File: config.mk
export PLATFORM = sky130hd
export DESIGN_NAME = axi4_rd_credit_bridge
export DESIGN_NICKNAME = d
export VERILOG_FILES = /design/src/rtl/axi4_rd_credit_bridge.sv
export SDC_FILE = /design/constraint.sdc
export NUM_CORES = 1
export LEC_CHECK = 0
export CAP_MARGIN = 40
export CORE_ASPECT_RATIO = 1.75
export CORE_UTILIZATION = 45
export DETAILED_ROUTE_END_ITERATION = 6
export SLEW_MARGIN = 20
export SYNTH_ARGS = -nofsm -noshare
export SYNTH_HDL_FRONTEND = slang
export SYNTH_SLANG_ARGS = --single-unit
export TNS_END_PERCENT = 100
File: constraint.sdc
create_clock -name ext_clk_in -period 9.9 [get_ports ext_clk_in]
set_input_delay 2.97 -clock ext_clk_in [delete_from_list [all_inputs] [get_ports ext_clk_in]]
set_output_delay 2.97 -clock ext_clk_in [all_outputs]
set_load 0.01 [all_outputs]
File: src/rtl/axi4_rd_credit_bridge.sv
// AXI4 read-path bridge: one-entry AR slice plus an R FIFO. A burst is only forwarded downstream
// once FIFO space is reserved for all of its beats, so the downstream R channel never backs up.
module axi4_rd_credit_bridge #(
    parameter int ADDR_W  = 32,
    parameter int DATA_W  = 64,
    parameter int ID_W    = 6,
    parameter int RDEPTH  = 16,
    parameter int MAX_OUT = 4
) (
    input  logic                           ext_clk_in,
    input  logic                           FCLK_RESET0_N,
    input  logic                           S_AXI_arvalid,
    output logic                           S_AXI_arready,
    input  logic [ID_W-1:0]                S_AXI_arid,
    input  logic [ADDR_W-1:0]              S_AXI_araddr,
    input  logic [7:0]                     S_AXI_arlen,
    input  logic [20:0]                    S_AXI_arattr,
    output logic                           S_AXI_rvalid,
    input  logic                           S_AXI_rready,
    output logic [DATA_W-1:0]              S_AXI_rdata,
    output logic [ID_W+2:0]                S_AXI_rinfo,
    output logic                           M_AXI_arvalid,
    input  logic                           M_AXI_arready,
    output logic [ID_W-1:0]                M_AXI_arid,
    output logic [ADDR_W-1:0]              M_AXI_araddr,
    output logic [7:0]                     M_AXI_arlen,
    output logic [20:0]                    M_AXI_arattr,
    input  logic                           M_AXI_rvalid,
    output logic                           M_AXI_rready,
    input  logic [DATA_W-1:0]              M_AXI_rdata,
    input  logic [ID_W+2:0]                M_AXI_rinfo,
    output logic [$clog2(MAX_OUT+1)-1:0]   out_cnt
);
    localparam int OW    = $clog2(MAX_OUT + 1);
    localparam int AW    = $clog2(RDEPTH);
    localparam int PW    = AW + 1;
    localparam int RSV_W = $clog2((RDEPTH > 256) ? RDEPTH : 256) + 1;
    localparam int NW    = RSV_W + 1;
    localparam int IW    = ID_W + 3;

    logic              r_up;
    logic              r_slot_full;
    logic [ID_W-1:0]   r_arid;
    logic [ADDR_W-1:0] r_araddr;
    logic [7:0]        r_arlen;
    logic [20:0]       r_arattr;
    logic [RSV_W-1:0]  r_resv;
    logic [OW-1:0]     r_out;
    logic [PW-1:0]     r_wp;
    logic [PW-1:0]     r_rp;
    logic              r_m_rready;
    logic [DATA_W-1:0] r_dmem [RDEPTH];
    logic [IW-1:0]     r_imem [RDEPTH];

    logic              w_s_ar_fire;
    logic              w_m_ar_fire;
    logic              w_push;
    logic              w_pop;
    logic              w_pop_last;
    logic              w_empty;
    logic              w_fits;
    logic [NW-1:0]     w_need;
    logic [PW-1:0]     w_cnt;
    logic [PW-1:0]     w_cnt_nxt;
    logic [RSV_W-1:0]  w_resv_add;
    logic [RSV_W-1:0]  w_resv_sub;

    // Oversized bursts (beats > RDEPTH) slip through only when nothing else holds a reservation.
    assign w_need = {{(NW-8){1'b0}}, r_arlen} + NW'(1) + {1'b0, r_resv};
    assign w_fits = (w_need <= NW'(RDEPTH)) || (r_resv == '0);

    assign M_AXI_arvalid = r_slot_full && (r_out < OW'(MAX_OUT)) && w_fits;
    assign w_m_ar_fire   = M_AXI_arvalid && M_AXI_arready;
    assign S_AXI_arready = r_up && (!r_slot_full || w_m_ar_fire);
    assign w_s_ar_fire   = S_AXI_arvalid && S_AXI_arready;

    assign M_AXI_arid   = r_arid;
    assign M_AXI_araddr = r_araddr;
    assign M_AXI_arlen  = r_arlen;
    assign M_AXI_arattr = r_arattr;

    assign w_empty      = (r_wp == r_rp);
    assign w_cnt        = r_wp - r_rp;
    assign w_cnt_nxt    = w_cnt + PW'(w_push) - PW'(w_pop);
    assign M_AXI_rready = r_m_rready;
    assign w_push       = M_AXI_rvalid && r_m_rready;
    assign S_AXI_rvalid = !w_empty;
    assign w_pop        = S_AXI_rvalid && S_AXI_rready;
    assign S_AXI_rdata  = w_empty ? '0 : r_dmem[r_rp[AW-1:0]];
    assign S_AXI_rinfo  = w_empty ? '0 : r_imem[r_rp[AW-1:0]];
    assign w_pop_last   = w_pop && S_AXI_rinfo[0];
    assign out_cnt      = r_out;

    assign w_resv_add = w_m_ar_fire ? (RSV_W'(r_arlen) + RSV_W'(1)) : '0;
    assign w_resv_sub = (w_pop && (r_resv != '0)) ? RSV_W'(1) : '0;

    always_ff @(posedge ext_clk_in or negedge FCLK_RESET0_N) begin
        if (!FCLK_RESET0_N) begin
            r_up        <= 1'b0;
            r_slot_full <= 1'b0;
            r_arid      <= '0;
            r_araddr    <= '0;
            r_arlen     <= '0;
            r_arattr    <= '0;
            r_resv      <= '0;
            r_out       <= '0;
            r_wp        <= '0;
            r_rp        <= '0;
            r_m_rready  <= 1'b0;
        end else begin
            r_up <= 1'b1;
            if (w_s_ar_fire) begin
                r_slot_full <= 1'b1;
                r_arid      <= S_AXI_arid;
                r_araddr    <= S_AXI_araddr;
                r_arlen     <= S_AXI_arlen;
                r_arattr    <= S_AXI_arattr;
            end else if (w_m_ar_fire) begin
                r_slot_full <= 1'b0;
            end
            r_resv <= r_resv + w_resv_add - w_resv_sub;
            if (w_m_ar_fire && !w_pop_last)
                r_out <= r_out + OW'(1);
            else if (!w_m_ar_fire && w_pop_last)
                r_out <= r_out - OW'(1);
            if (w_push) r_wp <= r_wp + PW'(1);
            if (w_pop)  r_rp <= r_rp + PW'(1);
            // Ready is computed from next-cycle occupancy so it never depends on S_AXI_rready combinationally.
            r_m_rready <= (w_cnt_nxt != PW'(RDEPTH));
        end
    end

    always_ff @(posedge ext_clk_in) begin
        if (w_push) begin
            r_dmem[r_wp[AW-1:0]] <= M_AXI_rdata;
            r_imem[r_wp[AW-1:0]] <= M_AXI_rinfo;
        end
    end

endmodule

Word level (Yosys, flattened, before mapping) --
Memories as Yosys holds them, arrays and structs flattened. Cells that the tools add are included.
Word-level totals: memories 2, input bits 146, bits in writable memories 1168, bits in registers 92
Operators by class: reductions and logical operators 21, eq/ne operators 2, multiplexer cells 10, magnitude comparators 2, add/subtract/negate cells 12
Memories:
- r_dmem | words 16, width 64, read ports 1, clocked after Yosys merged registers in 0, wr ports 1, RTL line 52 | logic [DATA_W-1:0] r_dmem [RDEPTH];
- r_imem | words 16, width 9, read ports 1, clocked after Yosys merged registers in 0, wr ports 1, RTL line 53 | logic [IW-1:0] r_imem [RDEPTH];
Operator list (number):
- 2-to-1 mux 64 bit | 1
- adder 8 x 1 -> 9 bit, second input constant | 2
- 2-to-1 mux 9 bit | 2
- logical AND 1 bit | 11
- adder 5 x 1 -> 5 bit, second input constant | 2
- adder 9 x 9 -> 10 bit | 1
- less-or-equal comparator 10 x 5 -> 1 bit, second input constant | 1
- adder 9 bit | 1
- zero test 9 bit | 1
- nonzero test 9 bit | 1
- subtractor 9 x 1 -> 9 bit | 1
- 2-to-1 mux 3 bit | 2
- adder 5 x 1 -> 5 bit | 1
- == test 5 bit | 1
- 2-to-1 mux 1 bit | 5
- inequality test 5 bit, second input constant | 1
- subtractor 5 x 1 -> 5 bit | 1
- subtractor 5 bit | 1
- zero test 1 bit | 4
- nonzero test 2 bit | 2
- adder 3 x 1 -> 3 bit, second input constant | 1
- less-than comparator 3 bit, second input constant | 1
- subtractor 3 x 1 -> 3 bit, second input constant | 1
- logical OR 1 bit | 2

Depth between registers and ports, before layout --
Gate-level depths: netlist (run 1).
word-level depth 10, mapped depth 19, mapped depth without buffers 19

Worst setup path after synthesis (run 1) --
Ideal clock, no wire load.
path type in2reg, start input port M_AXI_rvalid, end memory r_dmem[3][0] (enable), cell stages on the path 4, data arrival time 8.481 ns, path slack 0.825 ns, data required time 9.306 ns, path through and2_1 -> clkbuf_1 -> nand2_1 -> nor3_1
On the way: cells in the longest elaborated chain, start to end 3
RTL lines:
- from (decl) | RTL line 28 | input logic M_AXI_rvalid,
- logical AND 1 bit | RTL line 86 | assign w_push = M_AXI_rvalid && r_m_rready;
- named net w_push | RTL line 57 | logic w_push;
- 2-to-1 mux 1 bit | RTL line 134 | if (w_push) begin
- 2-to-1 mux 1 bit (not written as such) | RTL line 135 | r_dmem[r_wp[AW-1:0]] <= M_AXI_rdata;
- to (decl) | RTL line 52
The timed path passes the listed nets, and every way through them passes these cells.

Worst setup path in the final report (run 1) --
start input port M_AXI_arready, end output port S_AXI_arready
On the way: cells in the longest elaborated chain, start to end 3
RTL lines:
- from (decl) | RTL line 23 | input logic M_AXI_arready,
- logical AND 1 bit | RTL line 73 | assign w_m_ar_fire = M_AXI_arvalid && M_AXI_arready;
- logical OR 1 bit | RTL line 74 | assign S_AXI_arready = r_up && (!r_slot_full || w_m_ar_fire);
- logical AND 1 bit | RTL line 74
- to (decl) | RTL line 13 | output logic S_AXI_arready,
No other way between the ends.

==> results of run 1 <==
[power by group]
| group | total (mW) | switching [mW] | internal (mW) |
|---|---|---|---|
| combinational | 6.01 | 2.81 | 3.20 |
| sequential | 6.87 | 0.377 | 6.50 |
| clock | 4.15 | 1.90 | 2.25 |
| total | 17.0 | 5.09 | 11.9 |
[state kept, by name, indices dropped and copies added, names as in the netlist, 3 cells and up]
register	flops
M_AXI_arattr	21
r_rp	5
r_dmem	1024
r_imem	144
r_wp	5
M_AXI_araddr	32
r_resv	9
M_AXI_arlen	8
M_AXI_arid	6
out_cnt	3
[through the flow]
stage | setup slack (ns) | hold WS [ns] | area, µm²
global placement | 2.03 | 0.473 | 53900
floorplan | 0.825 | 0.461 | 49100
finish | 2.14 | 0.488 | 57800
global route | 2.09 | 0.508 | 57800
detailed placement | 2.15 | 0.481 | 54300
CTS | 2.14 | 0.496 | 57700
[cells by family after synthesis]
family,after synthesis
flip-flops,1260
multiplexers,433
AND/OR/NAND/NOR,156
buffers and inverters,146
adder cells (fa/ha/maj),43
AO/OA/AOI/OAI,36
XOR/XNOR,35
other,1
[worst max-delay path by stage]
stage                     slack [ns]            end          start
after floorplan                 0.83   r_dmem[3][0]   M_AXI_rvalid
after global placement          2.03  S_AXI_arready  M_AXI_arready
after detailed placement        2.15  S_AXI_arready  M_AXI_arready
after CTS                       2.14  S_AXI_arready  M_AXI_arready
after global routing            2.09  S_AXI_arready  M_AXI_arready
final                           2.14  S_AXI_arready  M_AXI_arready
[final cells by class]
class | count | area, µm²
clock inverters | 69 | 450
fillers | 8220 | 49900
well taps | 1449 | 1810
diodes | 1 | 2.50
repair buffers | 358 | 3740
flip-flops and latches | 1260 | 37400
multi-input cells | 704 | 11200
inverters | 43 | 161
clock buffers | 135 | 3000
[layout by cell type, fill, tap and decap left out, types with 14 or more instances in the layout]
master	n
buf_4	47
clkbuf_1	18
clkbuf_16	117
clkdlybuf4s50_1	291
clkinv_1	33
clkinv_2	21
dfrtp_1	88
edfxtp_1	1168
ha_1	38
inv_1	43
mux2_1	27
mux2_2	14
mux2_4	27
mux4_2	365
nand2_1	22
nor2b_1	75
xnor2_1	22
[worst register-to-register path, cell delays in order, from the launching register on]
cell	delay (ns)
dfrtp_1	0.48
ha_1	0.38
nor2b_2	0.18
o31ai_2	0.23
a311oi_1	0.11
or3_1	0.38
nor4_4	0.51
o21ai_1	0.26
nand2b_1	0.21
ha_1	0.27
inv_1	0.04
ha_1	0.21
fa_1	0.46
a21o_1	0.18
a21oi_1	0.24
o21ai_0	0.17
o41ai_1	0.36
xnor2_1	0.19
xnor2_1	0.14
[routing by layer]
metal / routed length [µm] / vias to the layer above / track usage [%]
li1: - / 9553 / -
met1: 44400 / 12300 / 26.3
met2: 59100 / 722 / 36.7
met3: 6010 / 160 / 3.40
met4: 2460 / 14 / 6.24
met5: 97 / - / 0
==> results.md, run 1 <==
- Status: finished, final reports clean
- Top cells by area, synth: edfxtp_1, mux4_2, dfrtp_1
- Pwr per Cell Area: 295 mW/mm²
- Wire per inst: 27.9 µm
- GR Overflow Total: 0
- CP max FO: 4
- Post-DP HPWL: 62600 µm
- Initial cell density of the core: 45.6%
- Vias: 22700
- TritonRoute pass-1 iters: 7
- Fin crit share: 78.4%
- Die ar.: 0.110 mm²
- Worst min-delay path startpoint: M_AXI_arattr[20]
- Worst-margin pin slew: 0.994 ns
- Initial antenna violation count: 9
- Hold_buf cts: 0
- Net Count, Synth: 2299
- H-tree levels: 3
- Worst skew pair latency: 0.72 ns
- Hold path depth: 1
- Mean Syn Cell Area: 23.2 µm²
- Vias in the first global route: 24800
- Worst R2R End: r_resv[8]
- Clock Tree Root: clkbuf_16
- Final Util: 53.7%
- Critical Path Source Type: input pin
- CP Depth: 5
- Worst reg2reg path depth: 18
- Postcts setup bufs: 0
- Detail Route Antenna Nets: 0
- Largest net degree at the start of global routing: 152
- Fin. max-slew vios: 0
- Tmin final: 7.76 ns
- Setup Skew: 0.0216 ns
- Drt drc: 0
- CP cell instances: clkdlybuf4s50_1 -> nor2b_1 -> o21ai_0 -> a21boi_0 -> clkdlybuf4s50_1
- Synth cell types: 48
- Leakage: 18.7 nW
- Top-count cell post-synth: edfxtp_1
- Endpoints failing setup: 0
- Critical path's top delay family: buffers and inverters
- Ys flop type: edfxtp_1
- Die Height: 439 µm
- Worst setup path category: input pin to output port
- Nets@finish: 2669
- Area share of the largest cell type after synthesis: 71.5%
- Cells after DPL: 3813
- Row cnt: 159
- Total power: 17.0 mW
- Die width: 252 µm
- RePlAce Congestion: 0.757
- Seq/Total Area, Yosys: 76.2%
- Overall routing resource usage: 20.8%
- DR iter-0 viols: 1710
- Compound-cell area share of the yosys netlist: 0.513%
- Post-Synth Adder-Cell Area: 1.17%
- Max Cap Viol: 0
- Hold Fails Final Rpt: 0
- YS warnings: 0
- Num CTS Buffers: 113
- Synthesis-to-finish area growth: 17.8%
- Clock Tree Buf Depth: 3
- Clock Sink Count: 1260
- Global-route wire length before repair: 165000 µm
- Endpoint class of the critical path: output port
- RSZ-0062 raised after global routing: false
- Via-to-Cell Ratio: 5.65
- Worst VDD drop: 0.186 mV
- Post-Syn Instances: 2110
- Setup_tns: 0 ns
- IO Pins: 293
- Post-synthesis simple-gate area fraction: 1.78%
- CTS tree: yes
- Post-synth top area cell: edfxtp_1
- Crit path DAT: 4.79 ns
- #FFs+latches synth: 1260
- Std-Cell Core Area: 0.108 mm²
- Synthesized area: 0.0491 mm²
- Post-synth EDFFs: 1168
- Worst-path clk slew: 0.06 ns
- WL final: 112000 µm
- Critical Path RT: 6.93 ns
- Async set-reset flop share out of synthesis: 7.30%
- CP max-delay cell: clkdlybuf4s50_1
- Multiplexer share of the synthesized area: 18.5%
- Rel. slew slack: 33.7%
- FF-to-FF setup slack: 4.80 ns
- Post-CTS sizing: 0
- Largest family of logic cells by synthesized area: multiplexers
- Crit-path most repeated cell: clkdlybuf4s50_1
- Worst Path Buf+Inv: 2
- Max Clock Freq: 0.129 GHz
- Layout cells sized above 1: 25.3%
- Post-synthesis xor/xnor area fraction: 0.625%
- Non-filler cells, final: 4019
- Hold endpoint: M_AXI_arattr[20]
- Hold WC Path Type: register to register
- RR Startpoint: M_AXI_arlen[1]
- Number of I/O port buffers: 292
- Worst path max stage delay: 0.58 ns
- Post-synth top cells: edfxtp_1, mux4_2, dfrtp_1
Power figures use the tool's default switching activity.
==> run 2, diff against run 1 <==
--- a/config.mk
+++ b/config.mk
@@ -9,6 +9,7 @@
 export CORE_ASPECT_RATIO = 1.75
 export CORE_UTILIZATION = 45
 export DETAILED_ROUTE_END_ITERATION = 6
+export PLACE_DENSITY = 0.66
 export SLEW_MARGIN = 20
 export SYNTH_ARGS = -nofsm -noshare
 export SYNTH_HDL_FRONTEND = slang
==> constraint.sdc (replaced) <==
create_clock -name ext_clk_in -period 6.8 [get_ports ext_clk_in]
set_input_delay 2.04 -clock ext_clk_in [delete_from_list [all_inputs] [get_ports ext_clk_in]]
set_output_delay 2.04 -clock ext_clk_in [all_outputs]
set_load 0.01 [all_outputs]
==> run 2 against run 1 <==
Count of clock-buffer cells in the layout down 2; first-iteration DRC count up 7.4%; final cell count about the same.
==> results.md, run 2 (synthesized netlist as in run 1, its figures left out) <==
- Status: finished, final reports clean
- Most frequent cells in the layout: edfxtp_1, mux4_2, clkdlybuf4s50_1, clkbuf_16, dfrtp_1
- RSZ-0062 raised after global routing: false
- RR Startpoint: r_rp[0]
- CP cell instances: buf_4 -> mux4_2 -> mux4_2 -> nor2b_1 -> clkdlybuf4s50_1
- Post-CTS sizing: 0
- IO Pins: 293
- Worst R2R End: r_resv[8]
- Crit-path most repeated cell: mux4_2
- Crit path DAT: 3.91 ns
- TritonRoute pass-1 iters: 5
- Global Route met3 Usage: 3.74%
- Initial cell density of the core: 45.6%
- Clock Tree Buf Depth: 3
- Layout cells sized above 1: 25.4%
- Global-route wire length before repair: 164000 µm
- Setup_tns: 0 ns
- Worst skew pair latency: 0.71 ns
- Endpoint class of the critical path: output port
- DR iter-0 viols: 1837
- Max FFs per register: 1024
- Design area: 0.0579 mm²
- CP max-delay cell: dfrtp_4
- Worst Path Buf+Inv: 2
- Std-Cell Core Area: 0.108 mm²
- Worst setup path category: register to output port
- GR peak layer: met2
- Initial antenna violation count: 15
- Hold WC Path Type: register to register
- Hold_buf cts: 0
- Hold path depth: 1
- Critical path's top delay family: multiplexers
- Non-filler cells, final: 4021
- Setup Skew: 0.0199 ns
- Num CTS Buffers: 110
- Tmin final: 5.95 ns
- Worst min-delay path startpoint: M_AXI_arattr[16]
- Max Cap Viol: 0
- FF-to-FF setup slack: 1.61 ns
- WL final: 111000 µm
- Most common cell after layout, fill and taps aside: edfxtp_1
- Largest net degree at the start of global routing: 65
- Die width: 252 µm
- Drt drc: 0
- Post-DP HPWL: 61400 µm
- Fin. max-slew vios: 0
- Met2 usage: 36.0%
- Row cnt: 159
- Vias in the first global route: 24500
- Worst VDD drop: 0.257 mV
- Wire per inst: 27.7 µm
- Vias: 22700
- Critical Path RT: 4.76 ns
- Hold endpoint: M_AXI_arattr[16]
- Worst path max stage delay: 0.87 ns
- Via-to-Cell Ratio: 5.64
- Leakage: 18.7 nW
- Die ar.: 0.110 mm²
- Pwr per Cell Area: 429 mW/mm²
- Rel. slew slack: 42.2%
- Overall routing resource usage: 20.5%
- Worst-path clk slew: 0.07 ns
- Endpoints failing setup: 0
- Met1 usage: 26.0%
- Nets@finish: 2663
- Number of I/O port buffers: 292
- Worst-margin pin slew: 0.864 ns
- Critical Path Source Type: register
- Hold Fails Final Rpt: 0
- DP Area: 0.0544 mm²
- Clock Tree Root: clkbuf_16
- CTS tree: yes
- Die Height: 439 µm
- Synthesis-to-finish area growth: 18.0%
- H-tree levels: 3
- Detail Route Antenna Nets: 0
- Critical path origin: r_rp[0]
- Postcts setup bufs: 0
- Cells after DPL: 3811
- Clock Sink Count: 1260
- RePlAce Congestion: 0.803
- CP max FO: 30
- GR Overflow Total: 0
- Fin crit share: 87.5%
- Max Clock Freq: 0.168 GHz
- Worst reg2reg path depth: 17
- Filler Cell Count: 8063
-- run 2: cell types whose count changed in the layout (fill, tap and decap cells not counted), moves of 5 or more --
cell,change
buf_12,+19
buf_4,-14
buf_16,-7
clkinv_1,-6
clkbuf_16,-5
diode_2,+5
-- run 2: worst max-delay path by stage --
stage | to | slack (ns) | depth (start not counted)
6_report | S_AXI_rdata[10] | 0.85 | 5
5_1_grt | S_AXI_arready | 0.63 | 9
4_1_cts | S_AXI_rdata[10] | 0.70 | 6
3_5_place_dp | S_AXI_arready | 0.96 | 5
3_3_place_gp | S_AXI_arready | 0.97 | 5
2_1_floorplan | r_dmem[15][0] | 0.56 | 4
-- run 2: routing by layer --
layer	wire length (µm)	part of all wire, %
met5	108	0.097
met3	6890	6.2
met4	2380	2.1
met2	58600	53
met1	43400	39
-- run 2: report_power, final --
part | internal [mW] | total, mW | switching (mW)
Combinational | 4.69 | 8.78 | 4.09
Sequential | 9.45 | 10.0 | 0.571
Clock | 3.25 | 6.01 | 2.76
-- run 2: cell type report --
type / instances / area [µm²] / area share, %
antenna: 6 / 15.0 / 0.0259
clock buffer: 133 / 2880 / 4.98
clock inverter: 71 / 548 / 0.947
inverter: 43 / 161 / 0.279
multi-input combinational: 704 / 11200 / 19.4
sequential: 1260 / 37400 / 64.6
tap: 1449 / 1810 / 3.13
timing repair buffer: 355 / 3800 / 6.57
-- run 2: stage by stage --
step | hold WS (ns) | power [mW] | setup slack [ns] | util (%)
2_1_floorplan | 0.461 | 15.4 | 0.556 | -
3_3_place_gp | 0.475 | 18.9 | 0.965 | 50.5
3_5_place_dp | 0.482 | 19.2 | 0.963 | 50.6
4_1_cts | 0.494 | 25.2 | 0.704 | 53.7
5_1_grt | 0.514 | 25.9 | 0.635 | 53.8
6_report | 0.490 | 24.8 | 0.850 | 53.8
==> variant, RTL diff (settings of run 1) <==
Change the parameter `RDEPTH` from 16 to 32.
--- a/src/rtl/axi4_rd_credit_bridge.sv
+++ b/src/rtl/axi4_rd_credit_bridge.sv
@@ -5,5 +5,5 @@
     parameter int DATA_W  = 64,
     parameter int ID_W    = 6,
-    parameter int RDEPTH  = 16,
+    parameter int RDEPTH  = 32,
     parameter int MAX_OUT = 4
 ) (
Check against the original RTL: not settled (the Yosys comparison gave no result); the edit may change what the design does.
==> variant against run 1 <==
Area after synthesis is 91% higher. Synthesized cell count is 83% higher. Highest routed layer unchanged. Setup slack better by 0.10 ns. Wire length is 110% higher. Sequential cell count is 1170 higher. Critical endpoint is now S_AXI_rinfo[5]. Hold slack worse by 0.0051 ns. Final area is 89% higher. Total power is 80% higher. Non-clock buffer count is 147 higher.
==> variant: results (changes against run 1) <==
----------------------------------------------------
[Timing]
  Max Clock Skew ... 0.0406 ns (+0.0190 ns)
  Final Hold Slack ... 0.483 ns (-0.00508 ns)
  Transition time at the pin with the least slew margin ... 0.940 ns (-0.0544 ns)

[Final layout]
  Post-layout nets ... 4,586 (+72%)
  Plain + repair buffers ... 505 (+41%)
  Final core utilization ... 52.7% (-0.99 points)
  Data-path buffer share of cell area in the final layout ... 5.39% (-1.1 points)
  Register cell area after layout ... 72,500 sq um (+94%)
  Share of final layout cell area taken by clock buffers and inverters ... 6.14% (+0.18 points)
  Multi-Input Combinational ... 1,195 (+70%)
  Fraction of layout cells with a size suffix above 1 ... 29.0% (+3.7 points)
  Fill cell count ... 15,784 (+92%)
  Diode count ... 7 (+6)
  Number of clock buffers in the layout ... 275 (+100%)
  Max FFs per register ... 2,048 (+100%)

[Clock tree]
  Sinks on the clock net ... 2,430 (+93%)
  H-tree depth ... 4 (+1)
  TritonCTS buffer count ... 219 (+94%)

[Synth]
  Share of synthesized area occupied by flip-flops and latches ... 77.5% (+1.3 points)
  Leading post-synthesis cells by instance count ... sky130_fd_sc_hd__edfxtp_1 (2,336), sky130_fd_sc_hd__mux4_2 (730), sky130_fd_sc_hd__nor2_1 (118), sky130_fd_sc_hd__clkbuf_1 (96), sky130_fd_sc_hd__dfrtp_1 (94)
  Post-Synth Adder-Cell Area ... 0.655% (-0.52 points)
  Xor/xnor share of the synthesized area ... 0.328% (-0.30 points)
  Number of synthesized flops with an enable pin ... 2,336 (+100%)
  Multiplexer fraction of the synthesized cell area ... 19.2% (+0.64 points)
  Area fraction in compound gates after synthesis ... 0.360% (-0.15 points)
  Synthesized Nets ... 4,052 (+76%)

[Global route]
  Antenna violations before repair ... 21 (+12)
  Via count of the first global-routing pass ... 44,518 (+80%)
  Total track usage ... 21.9% (+1.1 points)

[Min path]
  Hold EP ... M_AXI_arattr[1]

[Place]
  Gp weighted congestion ... 0.742 (-2.0%)
  Hpwl dp ... 123 mm (+97%)
  Area of placed instances ... 101,000 sq um (+87%)

[Power]
  Leakage ... 34.5 nW (+84%)
  Switching part of the total ... 29.5% (-0.34 points)
  Internal Dissipation ... 21.6 mW (+81%)
  Worst voltage drop across the vdd grid ... 0.000297 V (+60%)

[Critical path]
  Crit path largest cell delay ... 0.88 ns (+0.30 ns)
  Highest fanout seen on the critical path ... 36 (+32)
  Register-to-Register Setup Slack ... 4.53 ns (-0.27 ns)
  Critical-path cell with the highest stage delay ... sky130_fd_sc_hd__dfrtp_4

[Detailed routing]
  Length of the first detailed-routing pass in iterations ... 6 (-1)
  Routed WL per cell ... 31.8 microns (+14%)
  Via count ... 42,710 (+88%)
  DR iter-0 viols ... 4,263 (+150%)

[Floorplan]
  Horizontal extent of the die ... 347 microns (+38%)

[Run status]
  Run status ... completed

----------------------------------------------------
==> variant: cell types whose count changed after synthesis, sizes merged, moves of 5 or more <==
cell and delta:
nor2b -72, mux2i +73, nor2 +94, buf +62, nand2b -5, clkbuf +27, mux4 +365, nand3 +17
nand3b +5, edfxtp +1168
==> variant: layer usage <==
metal	global-route usage [%]	wire length, microns	vias up	part of all wire, %
met5	0	117	-	0.051
met4	6.24	5710	18	2.5
met3	2.97	13000	331	5.7
met2	38.5	121000	1451	53
met1	28.5	89900	23360	39
li1	-	-	17550	-
==> variant: worst max-delay path, delay by kind of cell, from the launching register on <==
family / cells / cell delay (ns)
buf+inv: 2 / 1.20
flops: 1 / 0.88
mux: 3 / 1.63
simple gates: 1 / 0.09
==> variant: metrics by stage <==
step                      worst slack, ns  std cells
after floorplan                      2.66       3860
after global placement               2.24       6738
after detailed placement             2.30       6789
after CTS                            2.14       7181
after global routing                 2.06       7247
final                                2.24       7248
